### src/rtl/gf_pkg.sv
// Shared types and defaults for the GF(2^M) arithmetic controller and its
// bit-serial multiplier.
package gf_pkg;

    localparam int GF_M_DEFAULT    = 6;
    localparam int GF_POLY_DEFAULT = 'h43;

    typedef enum logic [1:0] {
        OP_MUL = 2'b00,
        OP_SQR = 2'b01,
        OP_INV = 2'b10,
        OP_DIV = 2'b11
    } gf_op_t;

    typedef enum logic [1:0] {
        IDLE   = 2'b00,
        LAUNCH = 2'b01,
        WAIT   = 2'b10,
        DONE   = 2'b11
    } gf_state_t;

    // Index of the final multiply step of an operation (steps count from 0).
    function automatic logic [3:0] gf_last_step(input gf_op_t op, input int m);
        logic [3:0] last;
        case (op)
            OP_INV:  last = 4'(2 * m - 4);
            OP_DIV:  last = 4'(2 * m - 3);
            default: last = 4'd0;
        endcase
        return last;
    endfunction

endpackage

### src/rtl/gf_mul_seq.sv
// Bit-serial MSB-first interleaved GF(2^M) multiplier: the first partial
// product is folded in on the start edge, so p is ready M cycles after start.
module gf_mul_seq
    import gf_pkg::*;
#(
    parameter int M    = GF_M_DEFAULT,
    parameter int POLY = GF_POLY_DEFAULT
) (
    input  logic         clk,
    input  logic         reset,
    input  logic         start,
    input  logic [M-1:0] a,
    input  logic [M-1:0] b,
    output logic [M-1:0] p,
    output logic         done
);

    localparam logic [M-1:0] POLY_LO = M'(POLY);

    logic [M-1:0] r_a;
    logic [M-1:0] r_b;
    logic [M-1:0] r_acc;
    logic [3:0]   r_cnt;
    logic         r_done;
    logic [M-1:0] w_acc_next;

    // acc*x mod POLY, then conditionally add a for the current multiplier bit.
    assign w_acc_next = {r_acc[M-2:0], 1'b0}
                      ^ ({M{r_acc[M-1]}} & POLY_LO)
                      ^ ({M{r_b[M-1]}} & r_a);

    always_ff @(posedge clk or posedge reset) begin
        if (reset) begin
            r_a    <= '0;
            r_b    <= '0;
            r_acc  <= '0;
            r_cnt  <= '0;
            r_done <= 1'b0;
        end else begin
            r_done <= 1'b0;
            if (start) begin
                r_a   <= a;
                r_b   <= {b[M-2:0], 1'b0};
                r_acc <= b[M-1] ? a : '0;
                r_cnt <= 4'(M - 1);
            end else if (r_cnt != 4'd0) begin
                r_acc <= w_acc_next;
                r_b   <= {r_b[M-2:0], 1'b0};
                r_cnt <= r_cnt - 4'd1;
                if (r_cnt == 4'd1) begin
                    r_done <= 1'b1;
                end
            end
        end
    end

    assign p    = r_acc;
    assign done = r_done;

endmodule

### src/rtl/gf_alu_controller.sv
// GF(2^M) ALU: MUL, SQR, INV and DIV built from a sequence of multiply steps
// on one shared bit-serial multiplier, with a valid/ready request and result.
module gf_alu_controller
    import gf_pkg::*;
#(
    parameter int M    = GF_M_DEFAULT,
    parameter int POLY = GF_POLY_DEFAULT
) (
    input  logic         clk,
    input  logic         reset,
    input  logic         in_valid,
    output logic         in_ready,
    input  logic [1:0]   op,
    input  logic [M-1:0] x,
    input  logic [M-1:0] y,
    output logic         out_valid,
    input  logic         out_ready,
    output logic [M-1:0] z,
    output logic         err,
    output logic         busy
);

    gf_state_t    r_state;
    gf_op_t       r_op;
    logic [M-1:0] r_x;
    logic [M-1:0] r_y;
    logic [M-1:0] r_res;
    logic [M-1:0] r_z;
    logic [3:0]   r_step;
    logic         r_phase;
    logic         r_zero;
    logic         r_err;
    logic         r_in_ready;
    logic         r_out_valid;
    logic         r_busy;

    logic         w_start;
    logic [M-1:0] w_mul_b;
    logic [M-1:0] w_mul_p;
    logic         w_mul_done;
    logic [3:0]   w_last;
    gf_op_t       w_op_in;
    logic         w_zero_in;

    assign w_op_in = gf_op_t'(op);
    assign w_start = (r_state == LAUNCH);
    assign w_last  = gf_last_step(r_op, M);

    // Inversion of zero still runs the whole chain so latency never depends on data.
    always_comb begin
        w_zero_in = 1'b0;
        case (w_op_in)
            OP_INV:  w_zero_in = (x == '0);
            OP_DIV:  w_zero_in = (y == '0);
            default: w_zero_in = 1'b0;
        endcase
    end

    // Operand a is always the running result; b picks square, base or final x.
    always_comb begin
        w_mul_b = r_res;
        case (r_op)
            OP_MUL:  w_mul_b = r_y;
            OP_SQR:  w_mul_b = r_res;
            OP_INV:  w_mul_b = r_phase ? r_x : r_res;
            OP_DIV:  w_mul_b = (r_step == w_last) ? r_x : (r_phase ? r_y : r_res);
            default: w_mul_b = r_res;
        endcase
    end

    gf_mul_seq #(
        .M    (M),
        .POLY (POLY)
    ) u_mul (
        .clk   (clk),
        .reset (reset),
        .start (w_start),
        .a     (r_res),
        .b     (w_mul_b),
        .p     (w_mul_p),
        .done  (w_mul_done)
    );

    always_ff @(posedge clk or posedge reset) begin
        if (reset) begin
            r_state     <= IDLE;
            r_op        <= OP_MUL;
            r_x         <= '0;
            r_y         <= '0;
            r_res       <= '0;
            r_z         <= '0;
            r_step      <= '0;
            r_phase     <= 1'b0;
            r_zero      <= 1'b0;
            r_err       <= 1'b0;
            r_in_ready  <= 1'b1;
            r_out_valid <= 1'b0;
            r_busy      <= 1'b0;
        end else begin
            case (r_state)
                IDLE: begin
                    if (in_valid) begin
                        r_op       <= w_op_in;
                        r_x        <= x;
                        r_y        <= y;
                        r_res      <= (w_op_in == OP_DIV) ? y : x;
                        r_step     <= '0;
                        r_phase    <= 1'b0;
                        r_zero     <= w_zero_in;
                        r_state    <= LAUNCH;
                        r_in_ready <= 1'b0;
                        r_busy     <= 1'b1;
                    end
                end
                LAUNCH: begin
                    r_state <= WAIT;
                end
                WAIT: begin
                    if (w_mul_done) begin
                        r_res <= w_mul_p;
                        if (r_step == w_last) begin
                            r_state     <= DONE;
                            r_out_valid <= 1'b1;
                            r_z         <= r_zero ? '0 : w_mul_p;
                            r_err       <= r_zero;
                        end else begin
                            r_step  <= r_step + 4'd1;
                            r_phase <= ~r_phase;
                            r_state <= LAUNCH;
                        end
                    end
                end
                DONE: begin
                    if (out_ready) begin
                        r_state     <= IDLE;
                        r_out_valid <= 1'b0;
                        r_in_ready  <= 1'b1;
                        r_busy      <= 1'b0;
                    end
                end
                default: begin
                    r_state <= IDLE;
                end
            endcase
        end
    end

    assign in_ready  = r_in_ready;
    assign out_valid = r_out_valid;
    assign z         = r_z;
    assign err       = r_err;
    assign busy      = r_busy;

endmodule

### config.mk
export PLATFORM = sky130hd
export DESIGN_NAME = gf_alu_controller
export DESIGN_NICKNAME = d
export VERILOG_FILES = /design/src/rtl/gf_pkg.sv /design/src/rtl/gf_mul_seq.sv /design/src/rtl/gf_alu_controller.sv
export SDC_FILE = /design/constraint.sdc
export NUM_CORES = 1
export LEC_CHECK = 0
export CORE_ASPECT_RATIO = 0.8
export CORE_UTILIZATION = 54
export CTS_BUF_LIST = sky130_fd_sc_hd__clkbuf_4 sky130_fd_sc_hd__clkbuf_8
export CTS_CLUSTER_DIAMETER = 60
export DETAILED_ROUTE_END_ITERATION = 7
export PLACE_DENSITY_LB_ADDON = 0.12
export SYNTH_ARGS = -nofsm -noshare
export SYNTH_HDL_FRONTEND = slang
export SYNTH_SLANG_ARGS = --single-unit
### constraint.sdc
create_clock -name clk -period 2.2 [get_ports clk]
set_clock_uncertainty 0.1 [all_clocks]
set_input_delay 0.55 -clock clk [delete_from_list [all_inputs] [get_ports clk]]
set_output_delay 0.55 -clock clk [all_outputs]
set_load 0.02 [all_outputs]
-- Yosys cells after proc, flatten, opt, wreduce, memory -nomap -nowiden
Index checks and enable logic that the tools add are counted.
- register bits: 61
- bits in latches: 0
- RAM bits: 0
- bits in read-only memories: 0
- bits of input ports: 18
- output and inout port bits: 10
- logic and storage cells: 97
- memories kept: 0
- add/subtract/negate cells: 2
- multiply operators: 0
- divide/modulo/power cells: 0
- magnitude comparators: 0
- eq/ne operators: 15
- shift operators: 0
- muxes and demuxes: 42
- bitwise logic cells: 4
- reductions and logical operators: 16
- operators with widths (cell ; number):
    6-bit 2-to-1 mux ; 12
    6-bit one-hot mux with 4 select lines ; 1
    4-bit 2-to-1 mux ; 5
    4-bit one-hot mux with 2 select lines ; 2
    2-bit equality test, second input constant ; 6
    6-bit logical NOT ; 2
    6-bit one-hot mux with 2 select lines ; 1
    3-bit AND reduction ; 4
    1-bit 2-to-1 mux ; 11
    1-bit one-hot mux with 2 select lines ; 5
    2-bit 2-to-1 mux ; 4
    2-bit inequality test, second input constant ; 4
    2-bit one-hot mux with 4 select lines ; 1
    4-bit AND reduction ; 2
    2-bit nonzero test ; 4
    6-bit AND ; 1
    6-bit by 2-bit bitwise XOR with 6-bit output ; 1
    6-bit bitwise XOR ; 1
    4-bit by 1-bit adder with 4-bit output, second input constant ; 1
    2-bit by 1-bit equality test with 1-bit output, second input constant ; 2
    4-bit by 1-bit equality test with 1-bit output, second input constant ; 1
    4-bit equality test ; 1
    2-bit logical NOT ; 2
    4-bit nonzero test ; 1
    4 further kinds ; 4

-- Longest topological paths before layout
- word-level depth: 7
- depth in mapped cells: 8

-- Cells and area by module
Synthesis repeated with hierarchy kept, for this count alone.
- cells, all modules: 304
- area, all modules: 3205.6 µm²
- by module, submodules not included (module ; instances ; cells each ; area an instance (µm²)):
    gf_alu_controller ; 1 ; 197 ; 2107.0
    gf_mul_seq ; 1 ; 107 ; 1098.6

-- Worst setup path before layout
No wires, ideal clock.
- path type: reg-to-reg
- start point: register r_op[0]
- end point: register r_err, in the netlist err
- setup time: 125 ps
- arrival time: 1633 ps
- data required time: 1975 ps
- slack: 341 ps
- cell stages (with the launch flop): 8
- path buffers: 2
- path through: dfrtp_1 -> buf_6 -> xnor2_1 -> a31oi_1 -> nor4b_2 -> and2_1 -> buf_6 -> mux2_4
- cells in the longest elaborated chain, start to end: 4
- elaborated cells on any way between the ends: 5
- ends and longest elaborated chain (element ; line ; RTL):
    start, declared ; gf_alu_controller.sv:24 ; gf_op_t r_op;
    start signal, assigned ; gf_alu_controller.sv:103 ; r_op <= w_op_in;
    2-bit equality test ; gf_pkg.sv:25 ; case (op)
    4-bit one-hot mux with 2 select lines (*) ; gf_pkg.sv:25 ;
    4-bit equality test (*) ; gf_alu_controller.sv:121 ; if (r_step == w_last) begin
    3-bit AND reduction (no source line) (*) ; -- ;
    end signal, assigned ; gf_alu_controller.sv:125 ; r_err <= r_zero;
    end, declared ; gf_alu_controller.sv:32 ; logic r_err;
Mark *: on every way between the ends. The rest lies on a longest branch, timed or not.
A chain may end at the register's enable or synchronous reset.

-- Worst setup path after layout
- start point: register r_in_ready, in the netlist in_ready
- end point: output in_ready
- RTL lines (element ; line ; RTL):
    start, declared ; gf_alu_controller.sv:33 ; logic r_in_ready;
    start signal, assigned ; gf_alu_controller.sv:96 ; r_in_ready <= 1'b1;
    start signal, assigned ; gf_alu_controller.sv:111 ; r_in_ready <= 1'b0;
    start signal, assigned ; gf_alu_controller.sv:137 ; r_in_ready <= 1'b1;
    end, declared ; gf_alu_controller.sv:12 ; output logic in_ready,
No word-level cell between the ends.

==> results.yml <==
route:
  ant_nets: 0
  via_count: 2584
  avgRoutedWirePerCell_um: 15.40
  drtIter0Drc: 152
  drt-total-wl_um: 7005
  first_pass_iters: 4
  vias_per_cell: 5.679
  drc: 0
synthesis:
  synth-edff-count: 0
  synth-seq-cells: 60
  ys_seq_area_frac: 0.4762
  yosys_warnings: 0
  synth.distinct_cells: 43
  synthesis.nets: 353
  synth.cell_area_um2: 3156
  async_flop_share: 1.000
  syn_avg_cell_area_um2: 9.505
  ys.flop_type: "dfrtp_1"
  syn_inst: 332
timing:
  period_share: 0.9669
  period_needed_ns: 2.127
  grt_setup_unrepaired: "no"
  setup_viol: 0
  max_slew_margin: 0.7803
  hold_violations: 0
  max_slew.worst_pin.slew_ns: 0.3296
  final_max_slew_viol_count: 0
  setup_tns_ns: 0
  hold_slack_ns: 0.3773
  max_freq_ghz: 0.4701
setup_path:
  slowest_stage: "clkdlybuf4s50_1"
  crit_required_ns: 1.55
  end_kind: "output port"
  criticalPathCategory: "reg -> out"
  worstPathMaxFanout: 3
  timing.rr.start: "r_step[0]$_DFFE_PP0P_"
  startpoint: "in_ready$_DFFE_PP1P_"
  worstPathArrival_ns: 1.48
  path_delay_family: "buffers and inverters"
  cp_num_buf_inv: 1
  crit_path_max_incr_delay_ns: 0.60
  worstSetupStartpointType: "flip-flop"
  cp_cell_sequence: "clkdlybuf4s50_1"
clocking:
  clkLatencyLatePin_ns: 0.34
  cts_resized: 0
  cts_setup_buffers: 0
  clock_path_buffers: 2
  hold_buffers: 0
  cts_root_buf: "clkbuf_8"
  cts_tree: "done"
  clock-sinks: 60
  cts.htree.levels: 3
  cts_buffers: 9
  clk_pin_slew_ns: 0.06
cells_and_area:
  drive_gt1_frac: 0.1804
  finalInstanceArea_um2: 3820
  fin_cells: 455
  final_core_util: 0.6914
  syn_to_final_growth_pct: 21.05
  nNetsFinal: 394
  n_antenna_cell: 0
floorplanning:
  die_width_um: 87.47
  coreArea_um2: 5525
  die_y_um: 70.38
  ios: 28
  initial_core_util: 0.5711
  die-area_um2: 6155
  rows: 24
power:
  irDropWorstVdd_uv: 720.8
  combPwrFrac: 0.436
  p_int_w: 0.003247
  power.density_nw_per_um2: 1384
  switchingPower_w: 0.002041
  power.leakage_nw: 1.684
  pwr-share-seq: 0.383
  p_clk_frac: 0.181
  p_sw_frac: 0.3860
placed_design:
  dp.cells: 440
  place_area_um2: 3630
  io_buffers: 27
  dpl.hpwl_um: 4953
  place_congestion: 0.8874
min_path:
  hold_class: "reg -> reg"
  worstHoldStart: "u_mul.r_a[2]$_DFFE_PP0P_"
global_route:
  track_usage: 0.2566
  grt_max_degree: 61
  grt_pass1_vias: 2437
  grt_overflow: 0
  antenna_found_initial: 0
  grt_pass1_wl_um: 11940
run:
  maxCapViolations: 0
run_status:
  status: "complete, no violations"
kinds of logic (layout without fill, tap and decap cells):
logic type	Yosys count	after routing	share of synthesized area
xor+xnor	11	11	0.03053
simple gates	114	114	0.1661
mux	34	34	0.1265
buf+inv	27	72	0.04005
fa+ha+maj	3	3	0.01190
compound gates	83	83	0.1487
flops	60	60	0.4762
cells in the mapped netlist, drive strengths merged, types with 5 or more instances:
cell type  number  area [um^2]
a21oi          31        155.2
a31oi           6        37.54
buf             8        53.80
clkbuf         11        42.54
dfrtp          59         1476
inv             8        30.03
mux2           26        319.1
mux2i           8        80.08
nand2          65        244.0
nand3           8        40.04
nor2           15        58.81
nor2b           7        43.79
nor3            5        30.03
o2111ai         5        43.79
o21ai          29        145.1
o22ai           5        31.28
xnor2           5        43.79
xor2            6        52.55
stage by stage:
stage | total power (W) | worst slack, ns
final | 0.005287 | 0.07285
after global routing | 0.005688 | 0.01257
after CTS | 0.005319 | 0.05189
after detailed placement | 0.004333 | 0.06771
after global placement | 0.004256 | 0.1267
after floorplan | 0.003540 | 0.06696
final timing paths:
path,to,slack [ns],depth (start not counted)
min in group asynchronous,r_step[2]$_DFFE_PP0P_,0.49,3
worst max register to register,z[0]$_DFFE_PP0P_,0.29,6
max in group asynchronous,in_ready$_DFFE_PP1P_,1.23,3
worst max-delay path,in_ready,0.07,1
worst min register to register,u_mul.r_a[2]$_DFFE_PP0P_,0.38,2
worst min-delay path,u_mul.r_a[2]$_DFFE_PP0P_,0.38,2
metal layers:
layer	routed length, um	GRT usage
met5	0	0
met4	114	0.08561
met3	368	0.07920
met2	3155	0.3741
met1	3366	0.3625
layout make-up:
| cell class | instances | area [um^2] |
|---|---|---|
| Sequential cell | 60 | 1503 |
| Timing Repair Buffer | 49 | 473.0 |
| Clock buffer | 10 | 137.6 |
| Clock inverter | 5 | 52.55 |
| Tap cell | 78 | 97.59 |
| Multi-Input combinational cell | 245 | 1526 |
| Inverter | 8 | 30.03 |
| Fill cell | 454 | 1705 |
power by group through the flow:
stage	Clock, W	Sequential [W]	Combinational [W]
after floorplan	0	0.00196	0.00158
final	0.000959	0.00202	0.00230
after global routing	0.00103	0.00208	0.00258
after CTS	0.000986	0.00202	0.00231
after global placement	0	0.00202	0.00224
after detailed placement	0	0.00203	0.00230
placed cells by master (no fill, tap or decap), types with 4 or more instances in the layout:
cell type,synthesis,layout
clkdlybuf4s50_1,0,27
nand3_1,8,8
a21oi_1,31,31
clkbuf_8,0,10
a31oi_1,6,6
o22ai_1,5,5
nor2_1,14,14
mux2i_1,8,8
inv_1,8,7
buf_4,1,19
xnor2_1,5,5
mux2_2,19,19
o2111ai_1,5,5
xor2_1,6,6
mux2_4,7,7
nor3_1,4,4
nand2_1,65,65
o21ai_0,29,29
dfrtp_1,59,59
nor2b_1,7,7
state kept, by name, indices dropped and copies added, names as in the netlist, 2 cells and up:
register and flops:
r_step 4, r_y 6, u_mul.r_b 5, r_state 2, r_res 6, z 6, r_x 6, r_op 2
u_mul.r_cnt 4, u_mul.p 6, u_mul.r_a 6
worst register-to-register path: stages (launching register included):
cell and delay (ns):
dfrtp_1 0.46, xnor2_1 0.16, a31oi_1 0.13, nor4b_2 0.27, and2_1 0.17, buf_4 0.19, mux2_4 0.31
(Power assumes the default switching activity.)
